$ cat config.mk
export PLATFORM = sky130hd
export DESIGN_NAME = cpu_exec_sequencer
export DESIGN_NICKNAME = d
export VERILOG_FILES = /design/src/rtl/cpu_exec_sequencer_pkg.sv /design/src/rtl/cpu_exec_sequencer_flush_timer.sv /design/src/rtl/cpu_exec_sequencer.sv
export SDC_FILE = /design/constraint.sdc
export NUM_CORES = 1
export LEC_CHECK = 0
export CAP_MARGIN = 20
export CORE_MARGIN = 1.5
export CORE_UTILIZATION = 46
export DETAILED_ROUTE_END_ITERATION = 7
export PLACE_DENSITY = 0.75
export SYNTH_ARGS = -nofsm -noshare
export SYNTH_HDL_FRONTEND = slang
export SYNTH_HIERARCHICAL = 1
export SYNTH_SLANG_ARGS = --single-unit
$ cat constraint.sdc
create_clock -name clk_i -period 2 [get_ports clk_i]
set_input_delay 0.4 -clock clk_i [delete_from_list [all_inputs] [get_ports clk_i]]
set_output_delay 0.4 -clock clk_i [all_outputs]
set_load 0.02 [all_outputs]
$ cat src/rtl/cpu_exec_sequencer_pkg.sv
// Shared definitions for the moxie issue/sequence controller: state encodings,
// the opcode values it cares about, and opcode classification helpers.
package cpu_exec_sequencer_pkg;

    typedef enum logic [1:0] {
        SEQ_IDLE     = 2'd0,
        SEQ_STEP     = 2'd1,
        SEQ_DIV_WAIT = 2'd2,
        SEQ_FLUSH    = 2'd3
    } seq_state_t;

    // Opcode values follow the moxie ISA encodings.
    localparam logic [5:0] OP_MOV    = 6'h02;
    localparam logic [5:0] OP_JSRA   = 6'h03;
    localparam logic [5:0] OP_RET    = 6'h04;
    localparam logic [5:0] OP_ADD_L  = 6'h05;
    localparam logic [5:0] OP_NOP    = 6'h0F;
    localparam logic [5:0] OP_JSR    = 6'h19;
    localparam logic [5:0] OP_XOR    = 6'h2E;
    localparam logic [5:0] OP_DIV_L  = 6'h31;
    localparam logic [5:0] OP_UDIV_L = 6'h32;
    localparam logic [5:0] OP_MOD_L  = 6'h33;
    localparam logic [5:0] OP_UMOD_L = 6'h34;

    function automatic logic is_two_step(input logic [5:0] op);
        return (op == OP_JSR) || (op == OP_JSRA) || (op == OP_RET);
    endfunction

    function automatic logic is_div(input logic [5:0] op);
        return (op == OP_DIV_L) || (op == OP_UDIV_L) ||
               (op == OP_MOD_L) || (op == OP_UMOD_L);
    endfunction

endpackage

$ cat src/rtl/cpu_exec_sequencer_flush_timer.sv
// Loadable down-counter that holds flush_o high for a programmed number of
// cycles after each load; a reload while running restarts the window.
module cpu_exec_sequencer_flush_timer (
    input  logic       clk_i,
    input  logic       rst_i,
    input  logic       i_load,
    input  logic [2:0] i_cycles,
    output logic       o_flush,
    output logic       o_last
);

    logic [2:0] r_cnt;
    logic       r_flush;

    always_ff @(posedge clk_i or posedge rst_i) begin
        if (rst_i) begin
            r_cnt   <= 3'd0;
            r_flush <= 1'b0;
        end else if (i_load) begin
            r_cnt   <= i_cycles;
            r_flush <= 1'b1;
        end else begin
            if (r_cnt != 3'd0) begin
                r_cnt <= r_cnt - 3'd1;
            end
            // Flush stays up while at least one more cycle remains after this one.
            r_flush <= (r_cnt > 3'd1);
        end
    end

    assign o_flush = r_flush;
    assign o_last  = (r_cnt == 3'd1);

endmodule

$ cat src/rtl/cpu_exec_sequencer.sv
// Issue/sequence controller ahead of the moxie execute stage: expands
// multi-cycle ops into numbered micro-steps, stalls decode, and drives flush.
module cpu_exec_sequencer
    import cpu_exec_sequencer_pkg::*;
#(
    parameter int FLUSH_CYCLES = 2,
    parameter int DIV_TIMEOUT  = 40
) (
    input  logic       clk_i,
    input  logic       rst_i,
    input  logic       valid_i,
    input  logic [5:0] op_i,
    output logic       ready_o,
    output logic       exec_valid_o,
    output logic [5:0] exec_op_o,
    output logic [1:0] step_o,
    output logic       stall_o,
    output logic       div_start_o,
    input  logic       div_done_i,
    input  logic       branch_taken_i,
    output logic       flush_o,
    output logic       div_err_o,
    output logic [1:0] dbg_state_o
);

    // Handshake: an op transfers on a cycle where valid_i and ready_o are both
    // high; ready_o never depends on valid_i, and decode holds op_i until it does.

    localparam logic [2:0] FLUSH_N   = (FLUSH_CYCLES == 0) ? 3'd1 : 3'(FLUSH_CYCLES);
    localparam logic [7:0] TIMEOUT_N = 8'(DIV_TIMEOUT);

    seq_state_t r_state;
    seq_state_t w_next_state;

    logic       r_exec_valid;
    logic [5:0] r_exec_op;
    logic [1:0] r_step;
    logic       r_div_start;
    logic       r_div_err;
    logic [7:0] r_to;

    logic       w_issue;
    logic       w_issue_step1;
    logic       w_accept;
    logic       w_start;
    logic       w_err;
    logic       w_flush_last;
    logic [7:0] w_to_sat;

    assign w_to_sat = (r_to == 8'hFF) ? r_to : r_to + 8'd1;

    always_comb begin
        w_next_state  = r_state;
        w_issue       = 1'b0;
        w_issue_step1 = 1'b0;
        w_accept      = 1'b0;
        w_start       = 1'b0;
        w_err         = 1'b0;
        case (r_state)
            SEQ_IDLE: begin
                if (valid_i && !branch_taken_i) begin
                    w_accept = 1'b1;
                    w_issue  = 1'b1;
                    if (is_two_step(op_i)) begin
                        w_next_state = SEQ_STEP;
                    end else if (is_div(op_i)) begin
                        w_start      = 1'b1;
                        w_next_state = SEQ_DIV_WAIT;
                    end
                end
            end
            SEQ_STEP: begin
                w_issue       = 1'b1;
                w_issue_step1 = 1'b1;
                w_next_state  = SEQ_IDLE;
            end
            SEQ_DIV_WAIT: begin
                if (div_done_i) begin
                    w_issue       = 1'b1;
                    w_issue_step1 = 1'b1;
                    w_next_state  = SEQ_IDLE;
                end else if (w_to_sat == TIMEOUT_N) begin
                    // An abandoning branch suppresses the error report.
                    w_err        = !branch_taken_i;
                    w_next_state = SEQ_IDLE;
                end
            end
            SEQ_FLUSH: begin
                if (w_flush_last) begin
                    w_next_state = SEQ_IDLE;
                end
            end
            default: w_next_state = SEQ_IDLE;
        endcase
        // A step-1 issue already decided above still goes out alongside the branch.
        if (branch_taken_i) begin
            w_next_state = SEQ_FLUSH;
        end
    end

    always_ff @(posedge clk_i or posedge rst_i) begin
        if (rst_i) begin
            r_state      <= SEQ_IDLE;
            r_exec_valid <= 1'b0;
            r_exec_op    <= OP_NOP;
            r_step       <= 2'd0;
            r_div_start  <= 1'b0;
            r_div_err    <= 1'b0;
            r_to         <= 8'd0;
        end else begin
            r_state      <= w_next_state;
            r_exec_valid <= w_issue;
            r_step       <= w_issue_step1 ? 2'd1 : 2'd0;
            r_div_start  <= w_start;
            r_div_err    <= w_err;
            if (w_accept) begin
                r_exec_op <= op_i;
            end
            if (w_start) begin
                r_to <= 8'd0;
            end else if (r_state == SEQ_DIV_WAIT) begin
                r_to <= w_to_sat;
            end
        end
    end

    cpu_exec_sequencer_flush_timer u_flush_timer (
        .clk_i    (clk_i),
        .rst_i    (rst_i),
        .i_load   (branch_taken_i),
        .i_cycles (FLUSH_N),
        .o_flush  (flush_o),
        .o_last   (w_flush_last)
    );

    assign ready_o      = (r_state == SEQ_IDLE) && !branch_taken_i && !rst_i;
    assign stall_o      = (r_state == SEQ_STEP) || (r_state == SEQ_DIV_WAIT);
    assign exec_valid_o = r_exec_valid;
    assign exec_op_o    = r_exec_op;
    assign step_o       = r_step;
    assign div_start_o  = r_div_start;
    assign div_err_o    = r_div_err;
    assign dbg_state_o  = r_state;

endmodule

==> metrics.csv, run 1 <==
stage,metric,value,unit
status,status,"complete, no violations",
worst_setup_path,worst setup path end,dbg_state_o[0],
clocking,CTS tree,built,
worst_setup_path,CP startpoint kind,flip-flop,
synthesis,Compound-Gate Fraction of Synth Area,0.1238,
synthesis,dominant synthesized flop cell,dfrtp_1,
final_layout,"commonest non-fill, non-tap cell in the layout",buf_4,
drt,1st-pass router iterations,4,
worst_setup_path,CP max FO,2,
floorplanning,Initial Utilization,0.4773,
final_layout,area grow syn2layout,37.49,%
floorplanning,Die Wd,59.05,um
synthesis,Post-synth EDFFs,0,
run,total of max-cap violations,0,
worst_setup_path,worst r2r path cells,6,
sta,fin crit share,0.9878,
clocking,clk sinks,24,
hold_path,Tightest Hold Check Type,input pin to asynchronous set/reset pin,
drt,ANT nets after route,0,
place,port bufs,25,
synthesis,Synth Cell Area,1445,um^2
drt,Routed WL,3262,um
grt,vias in the first global route,1223,
floorplanning,die area,3487,um^2
grt,GR Util All Layers,0.2151,
sta,RSZ-0062 raised after global routing,yes,
clocking,htree depth,1,
synthesis,Yosys reg bits,24,
pwr,Worst IR Drop VDD,0.7618,mV
grt,met1 usage,0.2999,
drt,drt drc,0,
synthesis,Synth Area in Adders,0.07792,
worst_setup_path,Reg-to-Reg Start,r_to[1],
grt,GRT Residual Overflow,0,
clocking,Root Driver,clkbuf_4,
final_layout,n_diodes,0,
worst_setup_path,Worst Path Required,2.20,ns
synthesis,Synth Instances,141,
sta,setup_tns,0,ns
clocking,Worst-path clk slew,0.13,ns
drt,via count,1229,
floorplanning,die height,59.05,um
synthesis,sequential element share of the synthesized area,0.4190,
synthesis,post-synthesis simple-gate area fraction,0.2338,
sta,Final setup viols,0,
synthesis,cell type with the largest total area after synthesis,dfrtp_1,
synthesis,Synth async-reset ratio,1.000,
final_layout,post-route insts no fill,238,
worst_setup_path,CP endpoint kind,flip-flop,
drt,DRT iter0 DRCs,65,
worst_setup_path,flop2flop setup slack,0.02,ns
clocking,clk buf depth,2,
sta,hold_ws,0.3557,ns
drt,vias per cell,5.164,
synthesis,Synth top area share,0.3463,
pwr,pwr dens,1275,nW/um^2
worst_setup_path,Setup crit start,r_to[1],
final_layout,final core occ,0.6562,
sta,Tmin final,1.976,ns
drt,drt wl/cell,13.71,um
grt,initial antenna violation count,0,
floorplanning,# IOs,27,
synthesis,XOR/XNOR share of the synthesized area,0.01818,
sta,Fin. Hold Viols,0,
grt,pin count of the biggest net entering global routing,21,
clocking,clock buffer count from CTS,3,
clocking,worst-skew pair later-pin latency,0.31,ns
synthesis,Ys Warns,6,
sta,Worst Skew,0.004228,ns
synthesis,post-synthesis mux area share,0.06753,
final_layout,Final nets,215,
floorplanning,row count,20,
grt,layer with the highest usage,met2,
worst_setup_path,Crit Path Class,flip-flop to flip-flop,
synthesis,unique cell type count in the Yosys netlist,45,
grt,first-pass GRT wire length,5713,um
place,post-placement cell count,231,
worst_setup_path,crit path DAT,2.18,ns
final_layout,most frequent cells in the layout,"buf_4 (27), clkdlybuf4s50_1 (23), dfrtp_1 (20)",
floorplanning,core area,3028,um^2
synthesis,main combinational cell family by area after synthesis,simple AND/OR/NAND/NOR gates,
pwr,Final Power,0.002534,W
grt,met3 Usage GRT,0.01747,
pwr,Leak,0.8608,nW
final_layout,share of cells above drive strength 1,0.2784,
sta,Max Fclk,506.2,MHz
synthesis,Synth area leaders,"dfrtp_1 (35%), ha_1 (7.8%), dfstp_2 (7.3%)",
place,DP Wirelength,2469,um
worst_setup_path,reg2reg end,dbg_state_o[0],
grt,met2 Track Usage GR,0.3571,
sta,fin. max-slew vios,0,
place,gpl congestion,0.8326,
synthesis,Synth Area per Inst,10.25,um^2
## cells in the mapped netlist, drive strengths merged, types with 2 or more instances
cell type,instances
ha,9
nor4b,4
a31oi,3
conb,2
xnor2,2
nand2,4
inv,11
mux2i,3
nand2b,2
and4,2
nor3,6
nand4,2
dfstp,4
o21ai,6
nand3,6
a21oi,5
nor2,12
buf,4
nor2b,4
mux2,6
nand3b,2
nor3b,3
dfrtp,20
## layer usage
metal	part of all wire	up-vias
li1	-	612
met1	0.46	590
met2	0.51	25
met3	0.028	2
met4	0.0083	0
met5	0	-
## metrics by stage
stage / worst slack, ns / cell area, um^2
3_5_place_dp: -0.1208 / 1916
6_report: 0.02439 / 1987
4_1_cts: 0.01014 / 1974
5_1_grt: -0.05759 / 1987
2_1_floorplan: 0.01507 / 1468
3_3_place_gp: -0.08250 / 1916
## cell type report
class / count / area, um^2
Inverter: 11 / 41.29
Timing Repair Buffer: 52 / 452.9
Tap cell: 44 / 55.05
Sequential cell: 24 / 605.6
Fill cell: 255 / 1041
Clock buffer: 4 / 36.28
Multi-Input combinational cell: 103 / 795.8
## power by group
| part | internal (W) | switching (W) | total [W] |
|---|---|---|---|
| Combinational | 0.000720 | 0.000730 | 0.00145 |
| Sequential | 0.000699 | 0.000132 | 0.000832 |
| Clock | 0.000111 | 0.000142 | 0.000253 |
| Total | 0.00153 | 0.00100 | 0.00253 |
## worst max-delay path: stages, from the launching register on
cell,delay (ns)
dfrtp_1,0.40
ha_2,0.20
and4_4,0.17
a221o_1,0.35
a2111oi_4,0.42
o221ai_2,0.18
mux2i_1,0.14
## worst min-delay path by stage
stage                  from  depth (start not counted)                endpoint
4_1_cts               rst_i                          2  u_flush_timer/r_cnt[1]
5_1_grt               rst_i                          2   u_flush_timer/o_flush
3_3_place_gp   exec_op_o[4]                          1            exec_op_o[4]
3_5_place_dp   exec_op_o[4]                          1            exec_op_o[4]
2_1_floorplan         rst_i                          1   u_flush_timer/o_flush
6_report              rst_i                          2  u_flush_timer/r_cnt[1]
## flip-flops by register name, indices dropped and copies added (netlist names)
name / count
r_to: 8
exec_op_o: 6
u_flush_timer/r_cnt: 3
dbg_state_o: 2
div_err_o: 1
div_start_o: 1
exec_valid_o: 1
step_o: 1
u_flush_timer/o_flush: 1
## kinds of logic (layout without fill, tap and decap cells)
family | count (synthesis) | after routing
flops | 24 | 24
other cells | 2 | 4
simple gates | 54 | 54
compound gates | 24 | 24
buf+inv | 16 | 67
fa+ha+maj | 9 | 9
mux | 9 | 9
xor+xnor | 3 | 3
## timing repair
item	CTS	global route
pin swaps	5	0
setup endpoints to repair	4	4
buffers inserted	3	0
hold endpoints to repair	0	0
hold buffers	0	0
resized for setup	5	3
Power figures use the tool's default switching activity.
==> run 2: changes to the inputs <==
- CORE_ASPECT_RATIO: unset -> 0.8
==> metrics.csv, run 2 (synthesis gave the netlist of run 1 again) <==
stage,metric,value,unit,change
drt,Routed WL,3338,um,was 3262 um
place,gpl congestion,0.8538,,was 0.8326
clocking,clk buf depth,2,,unchanged
sta,Max Fclk,499.1,MHz,was 506.2 MHz
sta,Fin. Hold Viols,0,,unchanged
floorplanning,Die Wd,65.67,um,was 59.05 um
worst_setup_path,Crit path max-delay family,compound AO/OA/AOI/OAI gates,,unchanged
clocking,clock buffer count from CTS,3,,unchanged
place,dpl ws,-0.1234,ns,was -0.1208 ns
final_layout,Reg with most FFs,r_to,,unchanged
drt,drt wl/cell,14.51,um,was 13.71 um
sta,Worst Skew,0.001356,ns,was 0.004228 ns
status,status,"finished, violations left",,"was complete, no violations"
floorplanning,die area,3489,um^2,was 3487 um^2
sta,fin crit share,1.002,,was 0.9878
grt,GR Util All Layers,0.2186,,was 0.2151
clocking,Worst-path clk slew,0.08,ns,was 0.13 ns
clocking,worst-skew pair later-pin latency,0.27,ns,was 0.31 ns
worst_setup_path,max incr delay on CP,0.42,ns,about the same
place,port bufs,25,,unchanged
sta,fin. max-slew vios,0,,unchanged
floorplanning,row count,17,,was 20
status,failing checks,negative setup slack,,
clocking,clk sinks,24,,unchanged
pwr,Leak,0.8703,nW,was 0.8608 nW
worst_setup_path,CP max stage cell,dfrtp_1,,was a2111oi_4
drt,vias per cell,5.535,,was 5.164
worst_setup_path,Worst Path Required,2.17,ns,was 2.20 ns
worst_setup_path,CP max FO,2,,unchanged
sta,setup_tns,-0.003459,ns,was 0 ns
worst_setup_path,CP startpoint kind,flip-flop,,unchanged
final_layout,Largest register FFs,8,,unchanged
drt,ANT nets after route,0,,unchanged
floorplanning,# IOs,27,,unchanged
final_layout,area grow syn2layout,38.01,%,was 37.49%
hold_path,Tightest Hold Check Type,input pin to asynchronous set/reset pin,,unchanged
grt,pin count of the biggest net entering global routing,15,,was 21
clocking,CTS Hold Bufs,0,,unchanged
worst_setup_path,critical-path cell list,"ha_4, and4_4, a221o_1, a2111oi_4, o221ai_2, mux2i_1",,"was ha_2, and4_4, a221o_1, a2111oi_4, o221ai_2, mux2i_1"
drt,1st-pass router iterations,4,,unchanged
clocking,CTS tree,built,,unchanged
worst_setup_path,crit path buf inv count,0,,unchanged
final_layout,most frequent cells in the layout,"buf_4 (25), clkdlybuf4s50_1 (23), dfrtp_1 (20)",,"was buf_4 (27), clkdlybuf4s50_1 (23), dfrtp_1 (20)"
grt,GRT Residual Overflow,0,,unchanged
floorplanning,core area,2872,um^2,was 3028 um^2
sta,RSZ-0062 raised after global routing,yes,,unchanged
clocking,htree depth,1,,unchanged
sta,Final setup viols,1,,was 0
worst_setup_path,Crit Path Class,flip-flop to flip-flop,,unchanged
final_layout,Final nets,213,,was 215
final_layout,n_diodes,0,,unchanged
sta,Tmin final,2.003,ns,was 1.976 ns
floorplanning,Initial Utilization,0.5033,,was 0.4773
drt,drt drc,0,,unchanged
pwr,pwr dens,1347,nW/um^2,was 1275 nW/um^2
drt,via count,1273,,was 1229
final_layout,share of cells above drive strength 1,0.2552,,was 0.2784
place,DP Wirelength,2537,um,was 2469 um
drt,DRT iter0 DRCs,88,,was 65
final_layout,"commonest non-fill, non-tap cell in the layout",buf_4,,unchanged
grt,first-pass GRT wire length,5720,um,was 5713 um
grt,vias in the first global route,1237,,was 1223
floorplanning,die height,53.13,um,was 59.05 um
sta,post-route worst setup slack,-0.003459,ns,was 0.02439 ns
grt,initial antenna violation count,0,,unchanged
clocking,Root Driver,clkbuf_8,,was clkbuf_4
worst_setup_path,crit path DAT,2.18,ns,about the same
worst_setup_path,CP endpoint kind,flip-flop,,unchanged
pwr,Worst IR Drop VDD,0.9292,mV,was 0.7618 mV
run,total of max-cap violations,0,,unchanged
-- run 2: where the power goes --
group	internal [W]	switching (W)	total [W]
logic	0.000700	0.000730	0.00143
clock network	0.000268	0.000155	0.000423
registers	0.000701	0.000132	0.000833
total	0.00167	0.00102	0.00269
-- run 2: area by class of cell --
class / count / area [um^2]
clock inverter: 1 / 30.03
inverter: 11 / 41.29
sequential: 24 / 605.6
multi-input combinational: 103 / 793.3
tap: 38 / 47.55
clock buffer: 3 / 41.29
timing repair buffer: 50 / 435.4
fill: 231 / 877.1
-- run 2: layer usage --
metal / track usage / part of all wire / vias up
met5: 0 / 0 / -
met4: 0.05903 / 0.0081 / 0
met2: 0.3704 / 0.49 / 31
li1: - / - / 607
met3: 0.04043 / 0.042 / 4
met1: 0.2884 / 0.46 / 631
-- run 2: per-stage QoR --
step / util / instance area (um^2) / power (W) / std cells / hold WS [ns]
after floorplan: - / 1468 / 0.001667 / 143 / 0.1661
after global placement: 0.6671 / 1916 / 0.002184 / 226 / 0.4937
after detailed placement: 0.6671 / 1916 / 0.002247 / 226 / 0.5068
after CTS: 0.6911 / 1984 / 0.002694 / 230 / 0.4574
after global routing: 0.6946 / 1994 / 0.002868 / 230 / 0.4952
final: 0.6946 / 1994 / 0.002686 / 230 / 0.4649
-- run 2: final timing paths --
kind,startpoint,endpoint,slack (ns),cells past startpoint
max,r_to[1],dbg_state_o[1],-0.003,6
max in group asynchronous,rst_i,r_to[6],0.97,4
min reg2reg,exec_op_o[5],exec_op_o[5],0.52,1
min in group clk_i,exec_op_o[5],exec_op_o[5],0.52,1
max reg2reg,r_to[1],dbg_state_o[1],-0.003,6
min,rst_i,u_flush_timer/r_cnt[0],0.46,3
-- run 2: timing repair --
action,4_1_cts,5_1_grt
resized for setup,2,1
buffers inserted,0,0
pin swaps,5,2
setup endpoints to repair,4,2
-- run 2: tightest hold or removal path: stages --
cell	delay [ns]
clkdlybuf4s50_1	0.41
buf_4	0.14
inv_1	0.15
